[config.mk]
export PLATFORM = sky130hd
export DESIGN_NAME = dat_transfer_control
export DESIGN_NICKNAME = d
export VERILOG_FILES = /design/src/rtl/dat_pkg.sv /design/src/rtl/dat_block_counter.sv /design/src/rtl/dat_transfer_control.sv
export SDC_FILE = /design/constraint.sdc
export NUM_CORES = 1
export LEC_CHECK = 0
export ABC_CLOCK_PERIOD_IN_PS = 3500
export CORE_ASPECT_RATIO = 2
export CORE_UTILIZATION = 45
export CTS_CLUSTER_DIAMETER = 30
export DETAILED_ROUTE_END_ITERATION = 8
export PLACE_DENSITY = 0.72
export SLEW_MARGIN = 0
export SYNTH_ARGS = -nofsm -noshare
export SYNTH_HDL_FRONTEND = slang
export SYNTH_SLANG_ARGS = --single-unit
[constraint.sdc]
create_clock -name SDclock -period 3.5 [get_ports SDclock]
set_input_delay 0.875 -clock SDclock [delete_from_list [all_inputs] [get_ports SDclock]]
set_output_delay 0.875 -clock SDclock [all_outputs]
set_load 0.005 [all_outputs]
[src/rtl/dat_pkg.sv]
// Shared types and constants for the DAT transfer control layer.
package dat_pkg;

  localparam int BLKCNT_W_DEF  = 16;
  localparam int TIMEOUT_W_DEF = 16;
  localparam int ACK_LIMIT_DEF = 8;

  typedef enum logic [2:0] {
    ST_IDLE,
    ST_CHECK,
    ST_REQ,
    ST_WAIT,
    ST_NEXT,
    ST_DONE
  } dat_state_t;

  localparam logic [1:0] ERR_NONE    = 2'b00;
  localparam logic [1:0] ERR_DATA_TO = 2'b01;
  localparam logic [1:0] ERR_ACK_TO  = 2'b10;
  localparam logic [1:0] ERR_ABORT   = 2'b11;

endpackage

[src/rtl/dat_block_counter.sv]
// Loadable block up-counter; flags when the next increment reaches the latched limit.
module dat_block_counter #(
  parameter int W = 16
) (
  input  logic         SDclock,
  input  logic         reset,
  input  logic         load,
  input  logic [W-1:0] limit,
  input  logic         inc,
  output logic [W-1:0] count,
  output logic         last
);

  logic [W-1:0] limit_q;

  always_ff @(posedge SDclock) begin
    if (reset) begin
      count   <= '0;
      limit_q <= '0;
    end else if (load) begin
      count   <= '0;
      limit_q <= limit;
    end else if (inc && (count != limit_q)) begin
      count <= count + W'(1);
    end
  end

  assign last = ((count + W'(1)) == limit_q);

endmodule

[src/rtl/dat_transfer_control.sv]
// Multi-block DAT transfer sequencer: one newService_control handshake per block,
// gated on FIFO readiness, with ack/data timeout and abort reporting.
module dat_transfer_control
  import dat_pkg::*;
#(
  parameter int BLKCNT_W  = BLKCNT_W_DEF,
  parameter int TIMEOUT_W = TIMEOUT_W_DEF,
  parameter int ACK_LIMIT = ACK_LIMIT_DEF
) (
  input  logic                 SDclock,
  input  logic                 reset,
  input  logic                 start,
  input  logic                 write_read,
  input  logic [BLKCNT_W-1:0]  block_count,
  input  logic [TIMEOUT_W-1:0] timeout_in,
  input  logic                 timeout_en_in,
  input  logic                 abort,
  input  logic                 fifo_empty,
  input  logic                 fifo_full,
  input  logic                 phy_idle,
  input  logic                 phy_recibido,
  input  logic                 phy_complete,
  input  logic                 phy_timeout,
  output logic                 newService_control,
  output logic                 writeRead_control,
  output logic [TIMEOUT_W-1:0] timeout,
  output logic                 timeoutenable,
  output logic                 busy,
  output logic                 transfer_done,
  output logic [1:0]           error_code,
  output logic [BLKCNT_W-1:0]  blocks_done
);

  localparam int ACK_W = $clog2(ACK_LIMIT + 1);

  dat_state_t       state, next_state;
  logic [ACK_W-1:0] ack_cnt;
  logic             accept, zero_req, cnt_inc, cnt_last, err_load;
  logic [1:0]       err_next;
  logic             fifo_ready;

  // Direction-dependent FIFO gate uses the latched direction.
  assign fifo_ready = writeRead_control ? !fifo_empty : !fifo_full;

  always_comb begin
    next_state = state;
    accept     = 1'b0;
    zero_req   = 1'b0;
    cnt_inc    = 1'b0;
    err_load   = 1'b0;
    err_next   = ERR_NONE;
    unique case (state)
      ST_IDLE: begin
        if (start) begin
          if (block_count != '0) begin
            accept     = 1'b1;
            next_state = ST_CHECK;
          end else begin
            zero_req = 1'b1;
          end
        end
      end
      ST_CHECK: if (phy_idle && fifo_ready) next_state = ST_REQ;
      ST_REQ: begin
        if (phy_recibido) begin
          next_state = ST_WAIT;
        end else if (ack_cnt == ACK_W'(ACK_LIMIT - 1)) begin
          next_state = ST_DONE;
          err_load   = 1'b1;
          err_next   = ERR_ACK_TO;
        end
      end
      ST_WAIT: begin
        if (phy_complete) begin
          next_state = ST_NEXT;
        end else if (phy_timeout) begin
          next_state = ST_DONE;
          err_load   = 1'b1;
          err_next   = ERR_DATA_TO;
        end
      end
      ST_NEXT: begin
        cnt_inc    = 1'b1;
        next_state = cnt_last ? ST_DONE : ST_CHECK;
      end
      ST_DONE: next_state = ST_IDLE;
      default: next_state = ST_IDLE;
    endcase
    // Abort overrides everything while a transfer is active and not already finishing.
    if (abort && (state != ST_IDLE) && (state != ST_DONE)) begin
      next_state = ST_DONE;
      cnt_inc    = 1'b0;
      err_load   = 1'b1;
      err_next   = ERR_ABORT;
    end
  end

  always_ff @(posedge SDclock) begin
    if (reset) begin
      state   <= ST_IDLE;
      ack_cnt <= '0;
    end else begin
      state   <= next_state;
      ack_cnt <= (state == ST_REQ) ? ack_cnt + ACK_W'(1) : '0;
    end
  end

  // Outputs are registered from the next-state decision, so they track the state register.
  always_ff @(posedge SDclock) begin
    if (reset) begin
      newService_control <= 1'b0;
      busy               <= 1'b0;
      transfer_done      <= 1'b0;
      error_code         <= ERR_NONE;
      writeRead_control  <= 1'b0;
      timeout            <= '0;
      timeoutenable      <= 1'b0;
    end else begin
      newService_control <= (next_state == ST_REQ);
      busy               <= (next_state != ST_IDLE);
      transfer_done      <= (next_state == ST_DONE) || zero_req;
      if (accept || zero_req) begin
        error_code <= ERR_NONE;
      end else if (err_load) begin
        error_code <= err_next;
      end
      if (accept) begin
        writeRead_control <= write_read;
        timeout           <= timeout_in;
        timeoutenable     <= timeout_en_in;
      end
    end
  end

  dat_block_counter #(
    .W(BLKCNT_W)
  ) u_blk_cnt (
    .SDclock(SDclock),
    .reset  (reset),
    .load   (accept || zero_req),
    .limit  (block_count),
    .inc    (cnt_inc),
    .count  (blocks_done),
    .last   (cnt_last)
  );

endmodule

# After elaboration in Yosys (flattened, before gate mapping)

Cells that the tools add are included.
W data, S select, Z words.

Register bits: 62
Latch bits: 0
RAM bits: 0
Bits in read-only memories: 0
Input port bits: 44
Output and inout bits: 39
Logic and storage cells: 69
Memories kept: 0

$add $sub $neg: 2
Multiply operators: 0
Divide/modulo/power cells: 0
Order comparisons: 0
Equal/unequal tests: 10
Shift operators: 0
Multiplexer cells: 31
Bitwise operators: 1
Reductions and logical operators: 14

Operators by type and width:

| cell                    | count |
|---|---|
| $mux W3                 | 9 |
| $add A16 B1 Y16 const B | 1 |
| $eq A16 B16 Y1          | 1 |
| $mux W1                 | 16 |
| $ne A16 B16 Y1          | 1 |
| $reduce_bool A16 Y1     | 1 |
| $pmux W3 S5             | 1 |
| $eq A3 B2 Y1 const B    | 3 |
| $eq A3 B3 Y1 const B    | 2 |
| $mux W2                 | 3 |
| $reduce_bool A3 Y1      | 2 |
| $add A4 B1 Y4 const B   | 1 |
| $eq A4 B3 Y1 const B    | 1 |
| $logic_and A1 B1 Y1     | 4 |
| $pmux W2 S2             | 1 |
| $reduce_or A2 Y1        | 2 |
| $eq A3 B1 Y1 const B    | 1 |
| $logic_not A3 Y1        | 1 |
| $ne A3 B3 Y1 const B    | 1 |
| $logic_not A1 Y1        | 2 |
| $logic_or A1 B1 Y1      | 2 |
| $pmux W1 S2             | 1 |
| $not A1 Y1              | 1 |

# Longest topological paths before layout

Gate-level depths: netlist of the first run.

Depth in word-level cells: 8
Mapped depth: 9
Mapped depth without buffers: 7

# Modules after synthesis

A second synthesis of the first run with hierarchy kept.

Cells, all modules: 369
Area total of the unflattened synthesis: 3,286.9 sq um

By module, submodules not included:

| module               | instances | cells each | area an instance (sq um) | seq. area each (sq um) |
|---|---|---|---|---|
| dat_block_counter    | 1         | 228        | 1,946.9                  | 640.6 |
| dat_transfer_control | 1         | 141        | 1,340.0                  | 600.6 |

# Worst setup path after synthesis of the first run

No wires, ideal clock.

Path type: input -> register
Start: in block_count[11]
End: reg timeout[10]
Arrival: 2,171 ps
Data required time: 3,372 ps
Path slack: 1,202 ps
Cell stages on the path: 7
Buffers on the path: 2
Cells stage by stage: nor4_1 and4_1 nand2b_1 buf_2 buf_2 mux2i_1 nor2_1

Word-level cells in the longest chain between the ends: 4

RTL lines:

| what                 | line                        | text |
|---|---|---|
| start, declared      | dat_transfer_control.sv:14  | `input logic [BLKCNT_W-1:0] block_count,` |
| $reduce_bool A16 Y1  | dat_transfer_control.sv:55  | `if (block_count != '0) begin` |
| $mux W1              | dat_transfer_control.sv:55  |  |
| $mux W1              | dat_transfer_control.sv:54  | `if (start) begin` |
| $mux W1              | dat_transfer_control.sv:52  | `unique case (state)` |
| end signal, assigned | dat_transfer_control.sv:129 | `timeout <= timeout_in;` |
| end, declared        | dat_transfer_control.sv:26  | `output logic [TIMEOUT_W-1:0] timeout,` |

Every way passes these cells.
A chain may end at the register's enable or synchronous reset.

# Worst setup path in the final report of the first run

Start: in block_count[1]
End: reg busy

Word-level cells in the longest chain between the ends: 6

RTL lines:

| what                 | line                        | text |
|---|---|---|
| $reduce_bool A16 Y1  | dat_transfer_control.sv:55  |  |
| $mux W3              | dat_transfer_control.sv:55  |  |
| $mux W3              | dat_transfer_control.sv:54  |  |
| $pmux W3 S5          | dat_transfer_control.sv:52  |  |
| $mux W3              | dat_transfer_control.sv:90  | `if (abort && (state != ST_IDLE) && (state != ST_DONE)) begin` |
| $reduce_bool A3 Y1   | dat_transfer_control.sv:120 | `busy <= (next_state != ST_IDLE);` |
| end signal, assigned | dat_transfer_control.sv:120 |  |
| end, declared        | dat_transfer_control.sv:28  | `output logic busy,` |

Every way passes these cells.

==> results of run 1 <==
## cell usage after synthesis, drive strengths merged (5+ instances only)
cell type,instances
xor2,20
nand3,7
a31oi,5
nor3,8
nand4,7
dfxtp,62
a21oi,28
o31ai,6
nor2,41
nor4,10
clkbuf,9
o21a,5
xnor2,9
or4,6
mux2i,20
and3,6
nand2,46
buf,12
## cell type report
| type | count | share of cell area, % |
|---|---|---|
| Clock buffer | 14 | 6.87 |
| Inverter | 4 | 0.351 |
| Multi-Input combinational cell | 275 | 41.3 |
| Sequential cell | 62 | 29.0 |
| Tap cell | 88 | 2.57 |
| Timing Repair Buffer | 86 | 19.9 |
## stage by stage
| stage | setup WS [ps] | hold WS [ps] | total power, mW |
|---|---|---|---|
| 2_1_floorplan | 1200 | 418 | 0.956 |
| 3_3_place_gp | 442 | 428 | 1.09 |
| 3_5_place_dp | 413 | 449 | 1.10 |
| 4_1_cts | 748 | 462 | 1.95 |
| 5_1_grt | 502 | 484 | 2.02 |
| 6_report | 788 | 453 | 1.94 |
## cell families after synthesis
logic type | share of synthesized area (%)
xor gates and xnor gates | 8.59
DFF | 39.6
adders and majority gates | 0.799
AOI/OAI and AO/OA | 14.9
muxes | 6.39
buffers and inverters | 3.84
and+or+nand+nor | 25.8
## worst max-delay path, cell delays in order
cell and delay (ps):
clkdlybuf4s50_1 430, nor4_1 520, and4_1 300, nand2b_1 120, buf_4 300, and3_1 250, a31oi_1 100
## state kept, by name (all words and copies together), names as in the netlist
name	flops
u_blk_cnt.limit_q	16
u_blk_cnt.count	16
writeRead_control	1
timeoutenable	1
newService_control	1
busy	1
state	3
ack_cnt	4
transfer_done	1
timeout	16
error_code	2
## power breakdown
| group | internal, mW | total [mW] | switching [mW] |
|---|---|---|---|
| registers | 0.747 | 0.779 | 0.0322 |
| clock network | 0.567 | 0.858 | 0.291 |
| logic | 0.159 | 0.305 | 0.146 |
## layer usage
| metal | vias up | share of wire (%) |
|---|---|---|
| met5 | - | 0 |
| met2 | 94 | 57 |
| li1 | 1453 | - |
| met1 | 1389 | 35 |
| met4 | 0 | 3.4 |
| met3 | 24 | 4.6 |
## worst paths after layout
path                            from       endpoint  cells past startpoint
setup / recovery      block_count[1]           busy                      7
hold / removal            ack_cnt[0]     ack_cnt[0]                      1
setup reg to reg  u_blk_cnt.count[0]  transfer_done                      7
hold reg to reg           ack_cnt[0]     ack_cnt[0]                      1
==> results.cfg, run 1 <==
[clocking]
ctsResizeCount = 0
cts_setup_buffers = 0
cts_buffers = 9
path_clk_slew_ps = 50
clk_path_buf_depth = 2
cts_tree = done
cts-htree-levels = 3
cts_root_buffer = clkbuf_16
cts_hold_buf = 0
clk-insertion-delay-late_ps = 320
cts_sinks = 62

[setup_path]
rrSetupSlack_ps = 890
cp_max_fo = 19
worstSetupEndpointType = flop
critical_path_class = primary input to flop
start_kind = primary input
worstPathRequired_ps = 3680
cp.arrival_ps = 2900

[global_route]
grt_util_met1_pct = 24.2
grt_max_degree = 42
groute.layer.met3.usage_pct = 6.90
grt.busiest_layer = met2
grtUsageTotal_pct = 25.2
met2_usage_pct = 45.7
grt_pass1_wl_um = 13500
first_global_vias = 2868
overflow = 0
antenna_found_initial = 0

[routing]
via_count = 2960
wl_per_cell_um = 16.1
routed_wirelength_um = 8490
drt_iter0_drc = 234
dr.pass1.iters = 4
ant_nets = 0
avgViaCountPerCell = 5.60
drc = 0

[layout]
fin_area_mm2 = 0.00428
final_cells = 529
drive_above_1_share_pct = 5.90
multi_input_area_mm2 = 0.00177
final_common_cell = clkdlybuf4s50_1
area_growth_pct = 36.7
fillers = 596
final_cell_mix = clkdlybuf4s50_1, dfxtp_1, nand2_1
fin_util_pct = 64.1
regArea_mm2 = 0.00124
finalNetCount = 484
num_antenna_cells = 0

[logic_synthesis]
synthFlopType = dfxtp_1
synth_top_area_share_pct = 39.6
ys_types = 53
async_flop_share_pct = 0
syn-cell-area_mm2 = 0.00313
yosysTopAreaCell = dfxtp_1
ys_ff_latch = 62
seq_area_frac_synth_pct = 39.6
synth_area_leaders = dfxtp_1, mux2i_1, nand2_1
syn_nets = 408
yosys_warnings = 0
avgSynthCellArea_um2 = 8.65
synth_edf_count = 0
syn_inst = 362

[sta]
hold_viol_final = 0
max_slew_margin_pct = 43.1
worst_pin_slew_ps = 853
min_period_over_period_pct = 77.5
fmax_mhz = 369
final_max_slew_viol_count = 0
setup_viol_count_final = 0
tns_ps = 0
rsz0062_at_grt = no
min_period_ps = 2710
finalClockSkew_ps = 6.99

[placement]
post-dp-hpwl_um = 6430
placed_cell_area_mm2 = 0.00399
place.port_buffers = 82
gp_congestion = 1.01
dpl.cell_count = 515

[outcome]
outcome = completed

[floorplan]
start_util_pct = 46.9
die_y_um = 120
dieArea_mm2 = 0.00731
core_area_mm2 = 0.00667
io_pins = 83
fp.dieW_um = 61.0
fp-row-count = 42

[run]
maxCapViolCount = 0

[pwr]
p_leak_nw = 1.59
vdd_drop_max_uv = 378
p_per_area_mw_per_mm2 = 454

[min_path]
hold_path_class = flop to flop
No activity file was read; power rests on OpenSTA's default activity.
==> inputs of run 2 (changes only) <==
Settings changed: ABC_CLOCK_PERIOD_IN_PS 3500 to 2730.
Clock period 3.5 ns to 2.73 ns, I/O delays scaled along.
==> run 2 against run 1 <==
Compared with the run above: sequential share of layout area fell by 0.96 points; count of clock-buffer cells in the layout decreased by 3; cell area up 3.4%; via count up 3.4%; core utilization rose by 2.2 points; critical endpoint is now state[2]; highest routed layer unchanged.
==> results.cfg, run 2 (synthesis results as in run 1) <==
[sta]
final_max_slew_viol_count = 0
min_period_ps = 2430
worst_pin_slew_ps = 598
rsz0062_at_grt = no
max_slew_margin_pct = 60.0
min_period_over_period_pct = 88.9
tns_ps = 0
fmax_mhz = 412
finalClockSkew_ps = 5.52
setup_ws_ps = 302
hold_viol_final = 0
setup_viol_count_final = 0

[floorplan]
dieArea_mm2 = 0.00731
core_area_mm2 = 0.00667
start_util_pct = 46.9
fp.dieW_um = 61.0
die_y_um = 120
io_pins = 83
fp-row-count = 42

[setup_path]
crit_chain = ha_1 > nand3_1 > nor4b_1 > nor3_1 > nor4_1 > o2111ai_1 > a21oi_1
start_kind = flop
r2r_start = u_blk_cnt.count[0]
r2r.worst_path.cells = 7
critical_path_class = flop to flop
r2r_end = state[2]
cp.arrival_ps = 2680
cpPeakStageDelay_ps = 470
cp_max_fo = 8
worstSetupEndpointType = flop
worstPathRequired_ps = 2980
rrSetupSlack_ps = 300
cpMaxStageDelayCell = dfxtp_1

[min_path]
hold_depth = 1
min_to = ack_cnt[0]
hold_path_class = flop to flop
min_from = ack_cnt[0]

[layout]
largestRegisters = timeout: 16 flops, u_blk_cnt.count: 16 flops, u_blk_cnt.limit_q: 16 flops
final_cell_mix = clkdlybuf4s50_1, dfxtp_1, nand2_1
num_antenna_cells = 0
area_growth_pct = 41.4
fin_area_mm2 = 0.00443
finalNetCount = 496
drive_above_1_share_pct = 8.37
final_common_cell = clkdlybuf4s50_1

[outcome]
outcome = completed

[routing]
drt_iter0_drc = 186
drc = 0
avgViaCountPerCell = 5.65
ant_nets = 0
dr.pass1.iters = 4
routed_wirelength_um = 8700
wl_per_cell_um = 16.0
via_count = 3061

[placement]
placed_cell_area_mm2 = 0.00409
place.port_buffers = 82
post-dp-hpwl_um = 6710
preCtsSetupSlack_ps = 157
gp_congestion = 1.03

[clocking]
ctsResizeCount = 0
cts_tree = done
cts_setup_buffers = 0
path_clk_slew_ps = 50
cts_root_buffer = clkbuf_16
cts_hold_buf = 0
cts_buffers = 9
clk-insertion-delay-late_ps = 320
cts-htree-levels = 3
clk_path_buf_depth = 2
cts_sinks = 62

[global_route]
grt_pass1_wl_um = 14000
first_global_vias = 3059
grt_max_degree = 19
overflow = 0
grtUsageTotal_pct = 26.0
antenna_found_initial = 0

[pwr]
vdd_drop_max_uv = 448
p_per_area_mw_per_mm2 = 609
p_leak_nw = 1.67

[run]
maxCapViolCount = 0
[run 2: power by group]
group | switching [mW] | total, mW | leakage (nW) | internal, mW
Clock | 0.379 | 1.29 | 0.166 | 0.909
Sequential | 0.0419 | 0.999 | 0.506 | 0.957
Combinational | 0.193 | 0.408 | 0.999 | 0.216
Total | 0.613 | 2.69 | 1.67 | 2.08
[run 2: metrics by stage]
step / util (%) / hold slack [ps] / cells / total power [mW]
after floorplan: - / 418 / 362 / 1.23
after global placement: 61.3 / 431 / 527 / 1.41
after detailed placement: 61.3 / 437 / 527 / 1.42
after CTS: 66.3 / 449 / 542 / 2.72
after global routing: 66.3 / 459 / 542 / 2.80
final: 66.3 / 444 / 542 / 2.69
[run 2: final cells by class]
class                   count  area (um2)
flip-flops and latches     62        1240
fillers                   598        2250
multi-input cells         275        1770
repair buffers             98         953
clock buffers              11         243
inverters                   4        15.0
clock inverters             4        95.1
well taps                  88         110
[run 2: worst max path at each step]
stage                            start                 to  slack [ps]
floorplan              block_count[11]        timeout[10]         620
global placement        block_count[0]         timeout[6]         210
detailed placement     block_count[11]  writeRead_control         160
CTS                 u_blk_cnt.count[0]           state[2]         360
global route        u_blk_cnt.count[0]           state[2]         140
finish              u_blk_cnt.count[0]           state[2]         300
[run 2: layer usage]
layer | GRT usage (%) | up-vias | wire length, um
met5 | 0 | - | 0
met1 | 25.4 | 1451 | 3080
met4 | 14.9 | 0 | 388
met2 | 46.5 | 110 | 4850
li1 | - | 1475 | -
met3 | 6.47 | 25 | 381
[run 2: worst max-delay path: cells and delay by family, from the launching register on]
family                   cells  cell delay, ps
AND/OR/NAND/NOR              4            1150
flip-flops                   1             470
AO/OA/AOI/OAI                2             440
adder cells (fa/ha/maj)      1             300
==> inputs of run 3 (changes only) <==
Settings changed: ABC_CLOCK_PERIOD_IN_PS 2730 to default, CORE_UTILIZATION 45 to 49, PLACE_DENSITY 0.72 to 0.78, REMOVE_ABC_BUFFERS from default to 1.
==> run 3 against run 2 <==
Compared with the run above: worst setup slack improved by 81 ps; global-route usage up 2.7 points; critical path depth unchanged; register-to-register slack better by 80 ps; non-clock buffer count grew 7; count of clock-buffer cells in the layout is the same; maximum frequency increased by 3.4%; final cell count increased by 0.74%; clock power decreased by 10%; total power shrank 4.3%; critical endpoint is now u_blk_cnt.count[1].
==> results.cfg, run 3 (synthesis results as in run 1) <==
[outcome]
outcome = completed

[pwr]
combPwrFrac_pct = 16.4
clockPowerShare_pct = 44.9
p_leak_nw = 1.69
p_seq_share_pct = 38.7
p_per_area_mw_per_mm2 = 580
netSwitchingPower_mw = 0.645
power_switching_share_pct = 25.0
vdd_drop_max_uv = 443
p_int_mw = 1.93
power.total_mw = 2.58

[sta]
whs_ps = 459
finalClockSkew_ps = 5.12
max_slew_margin_pct = 57.7
final_max_slew_viol_count = 0
setup_viol_count_final = 0
worst_pin_slew_ps = 634
min_period_ps = 2350
fmax_mhz = 426
min_period_over_period_pct = 86.0
hold_viol_final = 0
rsz0062_at_grt = no
tns_ps = 0

[clocking]
cts_root_buffer = clkbuf_16
cts_sinks = 62
cts_tree = done
cts_hold_buf = 0
ctsResizeCount = 0
cts_setup_buffers = 0
cts_buffers = 9
cts-htree-levels = 3
path_clk_slew_ps = 50
clk-insertion-delay-late_ps = 330
clk_path_buf_depth = 2

[floorplan]
die_y_um = 115
core_area_mm2 = 0.00611
io_pins = 83
fp.dieW_um = 58.5
start_util_pct = 51.3
fp-row-count = 40
dieArea_mm2 = 0.00673

[layout]
drive_above_1_share_pct = 10.2
largestRegisters = timeout: 16 flops, u_blk_cnt.count: 16 flops, u_blk_cnt.limit_q: 16 flops
final_common_cell = clkdlybuf4s50_1
finalNetCount = 503
regArea_mm2 = 0.00124
num_antenna_cells = 0
area_growth_pct = 42.0
fillers = 508
multi_input_area_mm2 = 0.00177
final_cell_mix = clkdlybuf4s50_1, dfxtp_1, nand2_1

[min_path]
min_from = ack_cnt[0]
hold_depth = 1
hold_path_class = flop to flop
min_to = ack_cnt[0]

[routing]
via_count = 3122
wl_per_cell_um = 16.4
ant_nets = 0
dr.pass1.iters = 5
drc = 0
avgViaCountPerCell = 5.72
routed_wirelength_um = 8970
drt_iter0_drc = 202

[global_route]
antenna_found_initial = 0
overflow = 0
grt_pass1_wl_um = 14400
grt_max_degree = 19
first_global_vias = 3097
grtUsageTotal_pct = 28.7

[setup_path]
cp.arrival_ps = 2560
cp_max_fo = 15
rrSetupSlack_ps = 380
worstSetupEndpointType = flop
critical_path_class = flop to flop
r2r.worst_path.cells = 7
worstPathRequired_ps = 2940
r2r_start = u_blk_cnt.count[10]
start_kind = flop
r2r_end = u_blk_cnt.count[1]

[run]
maxCapViolCount = 0

[placement]
post-dp-hpwl_um = 6620
place.port_buffers = 82
gp_congestion = 0.953
run 3: layer usage:
| layer | track usage, % | part of all wire, % | wire, um | vias to the layer above |
|---|---|---|---|---|
| li1 | - | - | - | 1493 |
| met1 | 27.9 | 35 | 3140 | 1465 |
| met2 | 51.7 | 55 | 4940 | 134 |
| met3 | 8.32 | 5.5 | 492 | 30 |
| met4 | 17.5 | 4.4 | 397 | 0 |
| met5 | 0 | 0 | 0 | - |
run 3: how the worst max path moves through the flow:
stage                         from                  to  slack (ps)  depth (start not counted)
2_1_floorplan      block_count[11]                busy         410                          5
3_3_place_gp       block_count[11]   writeRead_control         220                          7
3_5_place_dp       block_count[11]          timeout[8]         170                          7
4_1_cts        u_blk_cnt.count[10]  u_blk_cnt.count[1]         410                          7
5_1_grt         u_blk_cnt.count[1]            state[2]         240                          7
6_report       u_blk_cnt.count[10]  u_blk_cnt.count[1]         380                          7
run 3: power by group through the flow:
stage / Clock (mW) / Combinational [mW] / Sequential [mW]
after floorplan: 0 / 0.199 / 1.01
after global placement: 0 / 0.409 / 1.01
after detailed placement: 0 / 0.417 / 1.01
after CTS: 1.18 / 0.421 / 0.997
after global routing: 1.22 / 0.456 / 1.00
final: 1.16 / 0.423 / 0.998
run 3: cell type report:
type / instances / area share (%)
multi-input cells: 275 / 39.8
flip-flops and latches: 62 / 27.9
repair buffers: 105 / 22.6
clock buffers: 11 / 5.68
well taps: 84 / 2.36
clock inverters: 5 / 1.29
inverters: 4 / 0.338
run 3: stage by stage:
stage	setup slack [ps]	cell area, um2	std cells	util, %
2_1_floorplan	406	3030	341	-
3_3_place_gp	219	4140	530	67.7
3_5_place_dp	174	4140	530	67.7
4_1_cts	412	4450	546	72.8
5_1_grt	245	4450	546	72.8
6_report	383	4450	546	72.8
run 3: critical path: stages (launching register included):
cell and delay, ps:
dfxtp_1 460, nand2_1 170, a2111oi_4 380, nand4_2 160, o21ai_2 570, buf_4 260, mux2i_1 180, nor2_1 50
